File: src/rtl/nibble_serial_adder_if.sv
`default_nettype none
// ============================================================================
// Module      : nibble_serial_adder_if
// Description : Operand and result valid/ready bundle for nibble_serial_adder.
//               The slave modport is the adder's view. The master modport
//               is the view of the logic that drives operands and takes
//               results.
//               The in_sub signal exists only when NSA_SUB_EN is defined.
// Revision    : 1.0  initial release
// ============================================================================
interface nibble_serial_adder_if #(
    parameter int WIDTH = 16
) ();
    logic             in_valid;
    logic             in_ready;
    logic [WIDTH-1:0] in_a;
    logic [WIDTH-1:0] in_b;
`ifdef NSA_SUB_EN
    logic             in_sub;
`endif
    logic             out_valid;
    logic             out_ready;
    logic [WIDTH:0]   out_sum;
    logic             out_ovf;

    modport slave (
`ifdef NSA_SUB_EN
        input  in_sub,
`endif
        input  in_valid,
        input  in_a,
        input  in_b,
        input  out_ready,
        output in_ready,
        output out_valid,
        output out_sum,
        output out_ovf
    );

    modport master (
`ifdef NSA_SUB_EN
        output in_sub,
`endif
        output in_valid,
        output in_a,
        output in_b,
        output out_ready,
        input  in_ready,
        input  out_valid,
        input  out_sum,
        input  out_ovf
    );
endinterface
`default_nettype wire

File: src/rtl/nibble_serial_adder.sv
`default_nettype none
// ============================================================================
// Module      : nibble_serial_adder
// Description : WIDTH-bit adder that uses one 4-bit carry-lookahead slice.
//               It processes one nibble per clock, LSB first, and passes the
//               carry between nibbles through a register.
//               Operands enter and the {carry, sum} result leaves over
//               valid/ready handshakes. Latency is WIDTH/4 cycles.
//               Optional feature macro: NSA_SUB_EN. It adds the in_sub input,
//               and in_sub = 1 computes A - B.
// Revision    : 1.0  initial release
// ============================================================================
module nibble_serial_adder #(
    parameter int WIDTH = 16
) (
    input  logic                  clk,
    input  logic                  rst,
    nibble_serial_adder_if.slave  bus
);
    localparam int c_N    = WIDTH / 4;
    localparam int c_IDXW = (c_N > 1) ? $clog2(c_N) : 1;
    localparam logic [c_IDXW-1:0] c_LAST = c_IDXW'(c_N - 1);

    typedef enum logic [1:0] {
        ST_IDLE = 2'd0,
        ST_RUN  = 2'd1,
        ST_DONE = 2'd2
    } state_t;

    state_t            r_state;
    state_t            w_state_nxt;

    logic [WIDTH-1:0]  r_a;
    logic [WIDTH-1:0]  r_b;        // B' : already inverted for subtraction
    logic [c_IDXW-1:0] r_idx;
    logic              r_c;
    logic [WIDTH:0]    r_sum;
    logic              r_ovf;

    logic              w_sub;
    logic              w_last;
    logic [3:0]        w_a_nib;
    logic [3:0]        w_b_nib;
    logic [3:0]        w_g;
    logic [3:0]        w_p;
    logic [4:0]        w_c;
    logic [3:0]        w_s;

`ifdef NSA_SUB_EN
    assign w_sub = bus.in_sub;
`else
    assign w_sub = 1'b0;
`endif

    assign w_last = (r_idx == c_LAST);

    // Select the operand nibble that the current RUN cycle works on.
    always_comb begin
        w_a_nib = 4'd0;
        w_b_nib = 4'd0;
        for (int n = 0; n < c_N; n++) begin
            if (r_idx == c_IDXW'(n)) begin
                w_a_nib = r_a[4*n +: 4];
                w_b_nib = r_b[4*n +: 4];
            end
        end
    end

    // 4-bit carry-lookahead slice. Every carry is built directly from g, p and c0.
    assign w_g    = w_a_nib & w_b_nib;
    assign w_p    = w_a_nib | w_b_nib;
    assign w_c[0] = r_c;
    assign w_c[1] = w_g[0] | (w_p[0] & w_c[0]);
    assign w_c[2] = w_g[1] | (w_p[1] & w_g[0]) | (w_p[1] & w_p[0] & w_c[0]);
    assign w_c[3] = w_g[2] | (w_p[2] & w_g[1]) | (w_p[2] & w_p[1] & w_g[0])
                  | (w_p[2] & w_p[1] & w_p[0] & w_c[0]);
    assign w_c[4] = w_g[3] | (w_p[3] & w_g[2]) | (w_p[3] & w_p[2] & w_g[1])
                  | (w_p[3] & w_p[2] & w_p[1] & w_g[0])
                  | (w_p[3] & w_p[2] & w_p[1] & w_p[0] & w_c[0]);
    assign w_s    = w_a_nib ^ w_b_nib ^ w_c[3:0];

    // State register.
    always_ff @(posedge clk) begin
        if (rst) begin
            r_state <= ST_IDLE;
        end else begin
            r_state <= w_state_nxt;
        end
    end

    // Next-state and handshake outputs. Both handshake outputs are decoded from state only.
    always_comb begin
        w_state_nxt   = r_state;
        bus.in_ready  = 1'b0;
        bus.out_valid = 1'b0;
        case (r_state)
            ST_IDLE: begin
                bus.in_ready = 1'b1;
                if (bus.in_valid) begin
                    w_state_nxt = ST_RUN;
                end
            end
            ST_RUN: begin
                if (w_last) begin
                    w_state_nxt = ST_DONE;
                end
            end
            ST_DONE: begin
                bus.out_valid = 1'b1;
                if (bus.out_ready) begin
                    w_state_nxt = ST_IDLE;
                end
            end
            default: begin
                w_state_nxt = ST_IDLE;
            end
        endcase
    end

    // Datapath: capture operands on accept, then build the result one nibble per RUN cycle.
    always_ff @(posedge clk) begin
        if (rst) begin
            r_a   <= '0;
            r_b   <= '0;
            r_idx <= '0;
            r_c   <= 1'b0;
            r_sum <= '0;
            r_ovf <= 1'b0;
        end else begin
            case (r_state)
                ST_IDLE: begin
                    if (bus.in_valid) begin
                        r_a   <= bus.in_a;
                        r_b   <= w_sub ? ~bus.in_b : bus.in_b;
                        r_c   <= w_sub;
                        r_idx <= '0;
                    end
                end
                ST_RUN: begin
                    for (int n = 0; n < c_N; n++) begin
                        if (r_idx == c_IDXW'(n)) begin
                            r_sum[4*n +: 4] <= w_s;
                        end
                    end
                    r_c <= w_c[4];
                    if (w_last) begin
                        r_idx        <= '0;
                        r_sum[WIDTH] <= w_c[4];
                        r_ovf        <= (r_a[WIDTH-1] == r_b[WIDTH-1])
                                      & (w_s[3] != r_a[WIDTH-1]);
                    end else begin
                        r_idx <= r_idx + 1'b1;
                    end
                end
                default: begin
                end
            endcase
        end
    end

    assign bus.out_sum = r_sum;
    assign bus.out_ovf = r_ovf;

endmodule
`default_nettype wire

File: src/flat_wrapper.sv
// flat-port wrapper written by rule: the top's interface ports become plain ports
module nibble_serial_adder_flat 
#(
    parameter int WIDTH = 16
)
  (clk, rst, bus_in_valid, bus_in_a, bus_in_b, bus_out_ready, bus_in_ready, bus_out_valid, bus_out_sum, bus_out_ovf);
  nibble_serial_adder_if #(.WIDTH(WIDTH)) bus_i ();
  input  logic clk;
  input  logic rst;
  input wire logic [$bits(bus_i.in_valid)-1:0] bus_in_valid;
  input wire logic [$bits(bus_i.in_a)-1:0] bus_in_a;
  input wire logic [$bits(bus_i.in_b)-1:0] bus_in_b;
  input wire logic [$bits(bus_i.out_ready)-1:0] bus_out_ready;
  output wire logic [$bits(bus_i.in_ready)-1:0] bus_in_ready;
  output wire logic [$bits(bus_i.out_valid)-1:0] bus_out_valid;
  output wire logic [$bits(bus_i.out_sum)-1:0] bus_out_sum;
  output wire logic [$bits(bus_i.out_ovf)-1:0] bus_out_ovf;
  assign bus_i.in_valid = bus_in_valid;
  assign bus_i.in_a = bus_in_a;
  assign bus_i.in_b = bus_in_b;
  assign bus_i.out_ready = bus_out_ready;
  assign bus_in_ready = bus_i.in_ready;
  assign bus_out_valid = bus_i.out_valid;
  assign bus_out_sum = bus_i.out_sum;
  assign bus_out_ovf = bus_i.out_ovf;
  nibble_serial_adder #(.WIDTH(WIDTH)) u_core (.clk(clk), .rst(rst), .bus(bus_i));
endmodule
File: config.mk
export PLATFORM = sky130hd
export DESIGN_NAME = nibble_serial_adder_flat
export DESIGN_NICKNAME = d
export VERILOG_FILES = /design/src/rtl/nibble_serial_adder_if.sv /design/src/rtl/nibble_serial_adder.sv /design/src/flat_wrapper.sv
export SDC_FILE = /design/constraint.sdc
export NUM_CORES = 1
export LEC_CHECK = 0
export ABC_AREA = 1
export CORE_ASPECT_RATIO = 1.1
export CORE_UTILIZATION = 31
export CTS_CLUSTER_SIZE = 30
export DETAILED_ROUTE_END_ITERATION = 10
export PLACE_DENSITY_LB_ADDON = 0.1
export SLEW_MARGIN = 5
export SYNTH_ARGS = -nofsm -noshare
export SYNTH_HDL_FRONTEND = slang
export SYNTH_SLANG_ARGS = --single-unit
File: constraint.sdc
create_clock -name clk -period 2.86 [get_ports clk]
set_input_delay 0.715 -clock clk [delete_from_list [all_inputs] [get_ports clk]]
set_output_delay 0.715 -clock clk [all_outputs]
set_load 0.05 [all_outputs]
Yosys cells after proc, flatten, opt, wreduce, memory -nomap -nowiden
Index checks and enable logic that the tools add are counted.
{"block": "word_totals", "elab_cells": 81, "register_bits": 55, "in_bits": 36, "output_inout_bits": 20}
{"block": "classes", "n_bitwise": 31, "n_mux": 19, "n_reduce_logical": 10, "n_eq_ne": 10, "add_sub_neg": 1}
{"op": "$mux W4", "n": 8}
{"op": "$and A1 B1 Y1", "n": 17}
{"op": "$reduce_and A2 Y1", "n": 6}
{"op": "$mux W2", "n": 5}
{"op": "$or A1 B1 Y1", "n": 10}
{"op": "$xor A4 B4 Y4", "n": 2}
{"op": "$eq A2 B2 Y1 const B", "n": 3}
{"op": "$pmux W2 S3", "n": 1}
{"op": "$and A4 B4 Y4", "n": 1}
{"op": "$eq A2 B1 Y1 const B", "n": 2}
{"op": "$logic_not A2 Y1", "n": 2}
{"op": "$ne A2 B2 Y1 const B", "n": 2}
{"op": "$or A4 B4 Y4", "n": 1}
{"op": "$pmux W2 S2", "n": 1}
{"op": "$mux W1", "n": 3}
{"op": "$reduce_and A3 Y1", "n": 1}
{"op": "$add A2 B1 Y2 const B", "n": 1}
{"op": "$ne A2 B1 Y1 const B", "n": 1}
{"op": "$pmux W1 S2", "n": 1}
{"op": "$reduce_bool A2 Y1", "n": 1}
{"op": "$eq A1 B1 Y1", "n": 1}
{"op": "$ne A1 B1 Y1", "n": 1}

Depth between registers and ports, before layout
Gate-level depths: netlist (run 1).
{"block": "depth", "word_depth": 13, "depth_mapped": 17, "ltp_nobuf": 16}

Worst setup path before layout (run 1)
Ideal clock, no wire load.
{"block": "synth_path", "path_kind": "register -> register", "start": "register u_core.r_idx[0]", "end": "register u_core.r_sum[5] (netlist: u_core.bus.out_sum[5])", "path_stages_with_launch": 14, "arrival_ns": 2.106, "t_required_ns": 2.732, "path_slack_ns": 0.626, "n_path_buf": 2, "setup_ns": 0.128, "synth_period_minus_slack_ns": 2.234, "path_cell_list": "dfxtp_1 -> inv_1 -> ha_1 -> buf_6 -> buf_6 -> o31ai_1 -> o21a_1 -> inv_1 -> fa_1 -> xnor2_1 -> inv_1 -> nor2_1 -> a21oi_1 -> nor2_1"}
{"block": "synth_between", "elab_chain_cells": 9, "word_cells_on_any_way": 19, "cone_classes": "eq/ne: 3; mux: 8; bitwise: 6; reduce/logical: 2"}
{"item": "start, declared", "line_no": "nibble_serial_adder.sv:35", "rtl": "logic [c_IDXW-1:0] r_idx;"}
{"item": "start signal, assigned", "line_no": "nibble_serial_adder.sv:152", "rtl": "r_idx <= r_idx + 1'b1;"}
{"item": "$logic_not A2 Y1", "line_no": "nibble_serial_adder.sv:62", "rtl": "if (r_idx == c_IDXW'(n)) begin"}
{"item": "$mux W4 (4 in series)", "line_no": "nibble_serial_adder.sv:62"}
{"item": "$or A4 B4 Y4", "line_no": "nibble_serial_adder.sv:71", "rtl": "assign w_p = w_a_nib | w_b_nib;"}
{"item": "$and A1 B1 Y1", "line_no": "nibble_serial_adder.sv:73", "rtl": "assign w_c[1] = w_g[0] | (w_p[0] & w_c[0]);"}
{"item": "$or A1 B1 Y1", "line_no": "nibble_serial_adder.sv:73"}
{"item": "$xor A4 B4 Y4", "line_no": "nibble_serial_adder.sv:80", "rtl": "assign w_s = w_a_nib ^ w_b_nib ^ w_c[3:0];"}
{"item": "end signal, assigned by index", "line_no": "nibble_serial_adder.sv:142", "rtl": "r_sum[4*n +: 4] <= w_s;"}
{"item": "end signal, assigned by index", "line_no": "nibble_serial_adder.sv:148", "rtl": "r_sum[WIDTH] <= w_c[4];"}
{"item": "end, declared", "line_no": "nibble_serial_adder.sv:37", "rtl": "logic [WIDTH:0] r_sum;"}
Parallel ways exist; a longest one is shown, timed or not.
A chain may end at the register's enable or synchronous reset.

Worst setup path after layout (run 1)
{"block": "layout_path", "start": "register u_core.r_idx[0]", "end": "register u_core.r_sum[3] (netlist: u_core.bus.out_sum[3])"}
{"block": "layout_between", "elab_chain_cells": 11, "word_cells_on_any_way": 25, "cone_classes": "eq/ne: 3; mux: 8; bitwise: 12; reduce/logical: 2"}
{"item": "$logic_not A2 Y1", "line_no": "nibble_serial_adder.sv:62, nibble_serial_adder.sv:141"}
{"item": "$mux W4 (4 in series)", "line_no": "nibble_serial_adder.sv:62"}
{"item": "$or A4 B4 Y4 / $and A4 B4 Y4 (equally long branches)", "line_no": "nibble_serial_adder.sv:71, nibble_serial_adder.sv:70"}
{"item": "$and A1 B1 Y1 (on tied branches)", "line_no": "nibble_serial_adder.sv:75, nibble_serial_adder.sv:76"}
{"item": "$or A1 B1 Y1, or another cell as far along", "line_no": "nibble_serial_adder.sv:75", "rtl": "assign w_c[3] = w_g[2] | (w_p[2] & w_g[1]) | (w_p[2] & w_p[1] & w_g[0])"}
{"item": "$or A1 B1 Y1 / $and A1 B1 Y1 (equally long branches)", "line_no": "nibble_serial_adder.sv:75, nibble_serial_adder.sv:76"}
{"item": "$or A1 B1 Y1", "line_no": "nibble_serial_adder.sv:76", "rtl": "| (w_p[2] & w_p[1] & w_p[0] & w_c[0]);"}
{"item": "$xor A4 B4 Y4", "line_no": "nibble_serial_adder.sv:80"}
Parallel ways exist; a longest one is shown, timed or not.

==> results.cfg, run 1 <==
[timing]
fin_crit_sh_pct = 88.1
setup_viol = 0
skew_ns = 0.00973
fmax_mhz = 397
relSlewSlack_pct = 60.0
hold_ws_ns = 0.468
hold_viol = 0
finalWorstSetupSlack_ns = 0.342
min_period_ns = 2.52
tightest_slew_ns = 0.600
rsz0062_at_grt = false
tns_ns = 0
maxSlewViolCount = 0

[placed_design]
place_hpwl_um = 4570
gp_congestion = 0.773
io_buffers = 55
post-place-ws_ns = 0.314
placed_area_um2 = 3220

[routing]
vias = 2245
wl_per_cell_um = 11.7
dr.pass1.iters = 4
drt_iter0_drc = 66
drcViolationCount = 0
drt-vias-per-instance = 4.44
routed_wl_um = 5910
detail-route-antenna-nets = 0

[power]
power_frac_seq_pct = 47.2
swShare_pct = 29.6
p_comb_share_pct = 23.3
power_density_nw_per_um2 = 540
p_sw_w = 0.000535
intPower_w = 0.00127
ir_drop_uv = 233
p_leak_nw = 1.43
clkPwrFrac_pct = 29.5

[synthesis]
syn_avg_cell_area_um2 = 7.58
synthMuxAreaShare_pct = 0
synth.area.top_cells = dfxtp_1 (42%), nor2_1 (11%), o21ai_0 (7.6%)
synth-simple-area-share_pct = 18.4
synth_fa_ha_area_share_pct = 6.43
synth-xor-area-share_pct = 0.331
yosysUniqueCellTypes = 27
synth_nets = 398
synth_compound_area_share_pct = 21.6
ys_ff_latch = 55
synth_top_family_by_area = compound AO/OA/AOI/OAI gates
syn_area_um2 = 2650
ys_seq_area_share_pct = 41.6
synthDominantCellAreaShare_pct = 41.6
yosysTopAreaCell = dfxtp_1
synth_cells = 349
yosys_warnings = 0

[clocking]
numCtsBuffers = 5
clock_sinks = 55
path_clk_slew_ns = 0.10
cts_resized = 0
cts_buffer_depth = 2
h-tree-depth = 2
hold_buffers = 0
cts_tree = built
post-cts-setup-buffer-count = 0
clock_latency_ns = 0.31
clock-root-buffer = clkbuf_8

[cells_and_area]
diodes = 0
area_growth_pct = 26.3
fin_area_um2 = 3340
nets = 446
drive_gt1_share_pct = 7.04
layout_commonest_cell = nor2_1
layout_common_cells = nor2_1 (74), clkdlybuf4s50_1 (55), dfxtp_1 (55), o21ai_0 (40), inv_1 (38)

[critical_path]
path_max_fanout = 17
arrival_ns = 2.73
required_ns = 3.07
path_cells = inv_1 -> ha_1 -> inv_1 -> o21ai_0 -> o21ai_0 -> o21ai_0 -> inv_1 -> ha_1 -> nor2_1 -> nand2_1 -> nand2_1 -> nand2_1 -> nand2_1 -> nand2_1 -> o21bai_1 -> inv_1
crit_buf_inv = 4
critPathMostFrequentCell = nand2_1
path_delay_family = adder cells
cp-end-kind = register
crit_slowest_cell = ha_1
critPathKind = reg -> reg
critPathMaxStageDelay_ns = 0.55
startpoint_type = register

[hold_path]
hp-class = reg -> reg

[die]
fp.dieW_um = 90.1
pin_count = 56
die_area_um2 = 8910
core_um2 = 8080
die_h_um = 98.9
start_util_pct = 32.7
row_count = 34

[grt]
grt_max_degree = 45
grt_pass1_wl_um = 10300
globalRouteOverflowTotal = 0
grt_pass1_vias = 2177
antenna_found_initial = 0
grt_usage_pct = 14.4

[run]
maxCapViolCount = 0

[outcome]
status = finished clean
Yosys cell counts (all sizes together):
cell and instances:
nand3b 1, o21a 5, nand3 8, o31ai 4, o21bai 4, dfxtp 55, nor2 77, ha 12
clkinv 1, o21ai 53, nand2 28, o211ai 1, a22oi 2, fa 1, inv 44, a21oi 35
clkbuf 5, buf 12, xnor2 1
registers in the layout (all words and copies together) (netlist names):
name,flops
u_core.bus.out_sum,17
u_core.r_a,16
u_core.r_b,16
u_core.r_idx,2
u_core.r_state,2
u_core.bus.out_ovf,1
u_core.r_c,1
metrics by stage:
step           total power (W)  util (%)  instances
2_1_floorplan          0.00116         -        349
3_3_place_gp           0.00129      39.9        498
3_5_place_dp           0.00130      39.9        498
4_1_cts                0.00183      41.3        506
5_1_grt                0.00192      41.3        506
6_report               0.00180      41.3        506
worst register-to-register path, cell delays in order, from the launching register on:
cell      delay [ns]
dfxtp_1         0.36
inv_1           0.11
ha_1            0.55
inv_1           0.11
o21ai_0         0.10
o21ai_0         0.10
o21ai_0         0.13
inv_1           0.08
ha_1            0.21
nor2_1          0.08
nand2_1         0.05
nand2_1         0.07
nand2_1         0.06
nand2_1         0.09
nand2_1         0.11
o21bai_1        0.15
inv_1           0.06
logic make-up (layout without fill, tap and decap cells):
kind of cell / after synthesis / in the layout
AOI/OAI and AO/OA: 104 / 104
DFF: 55 / 55
xor gates and xnor gates: 1 / 1
buffers and inverters: 62 / 111
and+or+nand+nor: 114 / 114
adders and majority gates: 13 / 13
area by class of cell:
| class | instances | area (µm²) |
|---|---|---|
| tap | 108 | 135 |
| fill | 891 | 4740 |
| multi-input combinational | 232 | 1240 |
| clock inverter | 2 | 35.0 |
| clock buffer | 6 | 82.6 |
| sequential | 55 | 1100 |
| timing repair buffer | 58 | 573 |
| inverter | 45 | 179 |
power by group through the flow:
stage,Clock [W],Combinational [W],Sequential [W]
2_1_floorplan,0,0.000270,0.000892
3_3_place_gp,0,0.000423,0.000870
3_5_place_dp,0,0.000426,0.000871
4_1_cts,0.000554,0.000428,0.000853
5_1_grt,0.000585,0.000480,0.000858
6_report,0.000533,0.000420,0.000852
worst paths after layout:
check                        startpoint                     to  slack [ns]  depth (start not counted)
setup / recovery        u_core.r_idx[0]  u_core.bus.out_sum[3]        0.34                         16
hold reg to reg   u_core.bus.out_sum[8]  u_core.bus.out_sum[8]        0.47                          2
hold / removal    u_core.bus.out_sum[8]  u_core.bus.out_sum[8]        0.47                          2
setup reg to reg        u_core.r_idx[0]  u_core.bus.out_sum[3]        0.34                         16
routing by layer:
metal / global-route usage [%] / share of wire [%] / up-vias
met5: 0 / 0 / -
met4: 5.46 / 2.3 / 0
met3: 3.16 / 3.0 / 11
met2: 24.7 / 48 / 41
met1: 17.6 / 46 / 975
li1: - / - / 1218
Power figures use the tool's default switching activity.
==> inputs of run 2 (changes only) <==
--- a/config.mk
+++ b/config.mk
@@ -11,6 +11,7 @@
 export CTS_CLUSTER_SIZE = 30
 export DETAILED_ROUTE_END_ITERATION = 10
 export PLACE_DENSITY_LB_ADDON = 0.1
+export REMOVE_ABC_BUFFERS = 1
 export SLEW_MARGIN = 5
 export SYNTH_ARGS = -nofsm -noshare
 export SYNTH_HDL_FRONTEND = slang
==> results.cfg, run 2 (synthesis gave the netlist of run 1 again) <==
[routing]
drt-vias-per-instance = 4.42
wl_per_cell_um = 11.4
drt_iter0_drc = 65
detail-route-antenna-nets = 0
dr.pass1.iters = 4
routed_wl_um = 5760
vias = 2237
drcViolationCount = 0

[die]
start_util_pct = 32.7
die_h_um = 98.9
pin_count = 56
row_count = 34
fp.dieW_um = 90.1
die_area_um2 = 8910
core_um2 = 8080

[power]
swShare_pct = 30.5
power_density_nw_per_um2 = 509
power_frac_seq_pct = 50.0
p_leak_nw = 1.42
clkPwrFrac_pct = 25.1
p_comb_share_pct = 24.9
intPower_w = 0.00118
p_sw_w = 0.000518
ir_drop_uv = 171

[grt]
grt_pass1_vias = 2117
grt_usage_pct = 14.1
globalRouteOverflowTotal = 0
grt_max_degree = 36
grt_pass1_wl_um = 10100
antenna_found_initial = 0

[clocking]
cts_buffer_depth = 2
numCtsBuffers = 5
clock_sinks = 55
h-tree-depth = 2
cts_tree = built
clock-root-buffer = clkbuf_8
clock_latency_ns = 0.30
path_clk_slew_ns = 0.10

[timing]
skew_ns = 0.0127
min_period_ns = 2.56
tightest_slew_ns = 0.502
tns_ns = 0
maxSlewViolCount = 0
relSlewSlack_pct = 66.5
rsz0062_at_grt = false
setup_viol = 0
fmax_mhz = 390
fin_crit_sh_pct = 89.6
hold_viol = 0

[cells_and_area]
layout_common_cells = nor2_1 (74), clkdlybuf4s50_1 (55), dfxtp_1 (55), o21ai_0 (40), inv_1 (39)
multiInputGateArea_um2 = 1240
area_growth_pct = 26.1
diodes = 0
largest_reg_flops = 17
drive_gt1_share_pct = 7.04
fin_area_um2 = 3330
nets = 447
layout_commonest_cell = nor2_1
num-fill-cells = 887
seq_area_um2 = 1100

[placed_design]
place_hpwl_um = 4280
io_buffers = 55
placed_area_um2 = 3240
gp_congestion = 0.747

[critical_path]
critPathKind = reg -> reg
required_ns = 3.11
critPathMostFrequentCell = inv_1
worstSetupStartpoint = u_core.r_idx[0]
crit_slowest_cell = ha_1
cp-end-kind = register
arrival_ns = 2.82
startpoint_type = register
path_cells = inv_1 -> ha_1 -> a21oi_1 -> o31ai_1 -> o21a_1 -> inv_1 -> fa_1 -> xnor2_1 -> inv_1 -> nor2_1 -> a21oi_1 -> nor2_1
critPathMaxStageDelay_ns = 0.44
r2r_start = u_core.r_idx[0]
path_max_fanout = 9

[outcome]
status = finished clean

[hold_path]
hp-class = reg -> reg
min_from = u_core.r_a[9]

[run]
maxCapViolCount = 0
run 2: repair_timing:
| action | CTS | global route |
|---|---|---|
| resized for setup | 0 | 1 |
| endpoints found under the setup margin | 0 | 3 |
| hold buffers | 0 | 0 |
| buffers inserted | 0 | 0 |
run 2: layout make-up:
| cell class | instances | area share [%] |
|---|---|---|
| clock buffer | 6 | 2.48 |
| multi-input combinational | 232 | 37.1 |
| sequential | 55 | 33.0 |
| timing repair buffer | 59 | 17.8 |
| inverter | 45 | 5.37 |
| tap | 108 | 4.05 |
| clock inverter | 1 | 0.150 |
run 2: per-layer routing:
layer  share of wire, %  track usage, %
met1                 49            18.1
met2                 46            23.7
met3                3.7            2.70
met4                1.2            4.84
met5                  0               0
run 2: worst paths after layout:
kind         slack (ns)  cells past startpoint               endpoint
min reg2reg        0.47                      2          u_core.r_a[9]
max reg2reg        0.30                     12  u_core.bus.out_sum[5]
min                0.47                      2          u_core.r_a[9]
max                0.30                     12  u_core.bus.out_sum[5]
run 2: critical path: cells and delay by family, from the launching register on:
family                   cells  cell delay, ns
flip-flops                   1            0.34
buffers and inverters        3            0.33
AND/OR/NAND/NOR              2            0.18
AO/OA/AOI/OAI                4            0.57
adder cells (fa/ha/maj)      2            0.87
XOR/XNOR                     1            0.23
run 2: power groups by stage:
| stage | registers [W] | clock network [W] | logic (W) |
|---|---|---|---|
| global route | 0.000857 | 0.000483 | 0.000485 |
| finish | 0.000849 | 0.000425 | 0.000423 |
| global placement | 0.000866 | 0 | 0.000426 |
| CTS | 0.000849 | 0.000449 | 0.000429 |
| floorplan | 0.000892 | 0 | 0.000250 |
| detailed placement | 0.000867 | 0 | 0.000428 |
run 2: metrics by stage:
step	setup WS, ns	utilization (%)	std cells	hold WS, ns	power (W)
final	0.298	41.3	506	0.474	0.00170
after global routing	0.0669	41.3	506	0.497	0.00183
after CTS	0.291	41.2	506	0.479	0.00173
after detailed placement	0.327	40.1	499	0.465	0.00130
after global placement	0.364	40.1	499	0.460	0.00129
after floorplan	0.569	-	332	0.431	0.00114
==> inputs of run 3 (changes only) <==
--- a/config.mk
+++ b/config.mk
@@ -10,6 +10,7 @@
 export CORE_UTILIZATION = 31
 export CTS_CLUSTER_SIZE = 30
 export DETAILED_ROUTE_END_ITERATION = 10
+export HOLD_SLACK_MARGIN = 0.02
 export PLACE_DENSITY_LB_ADDON = 0.1
 export REMOVE_ABC_BUFFERS = 1
 export SLEW_MARGIN = 5
==> results of run 3 <==
The final DEF is identical to that of run 2; final timing and power are the same.
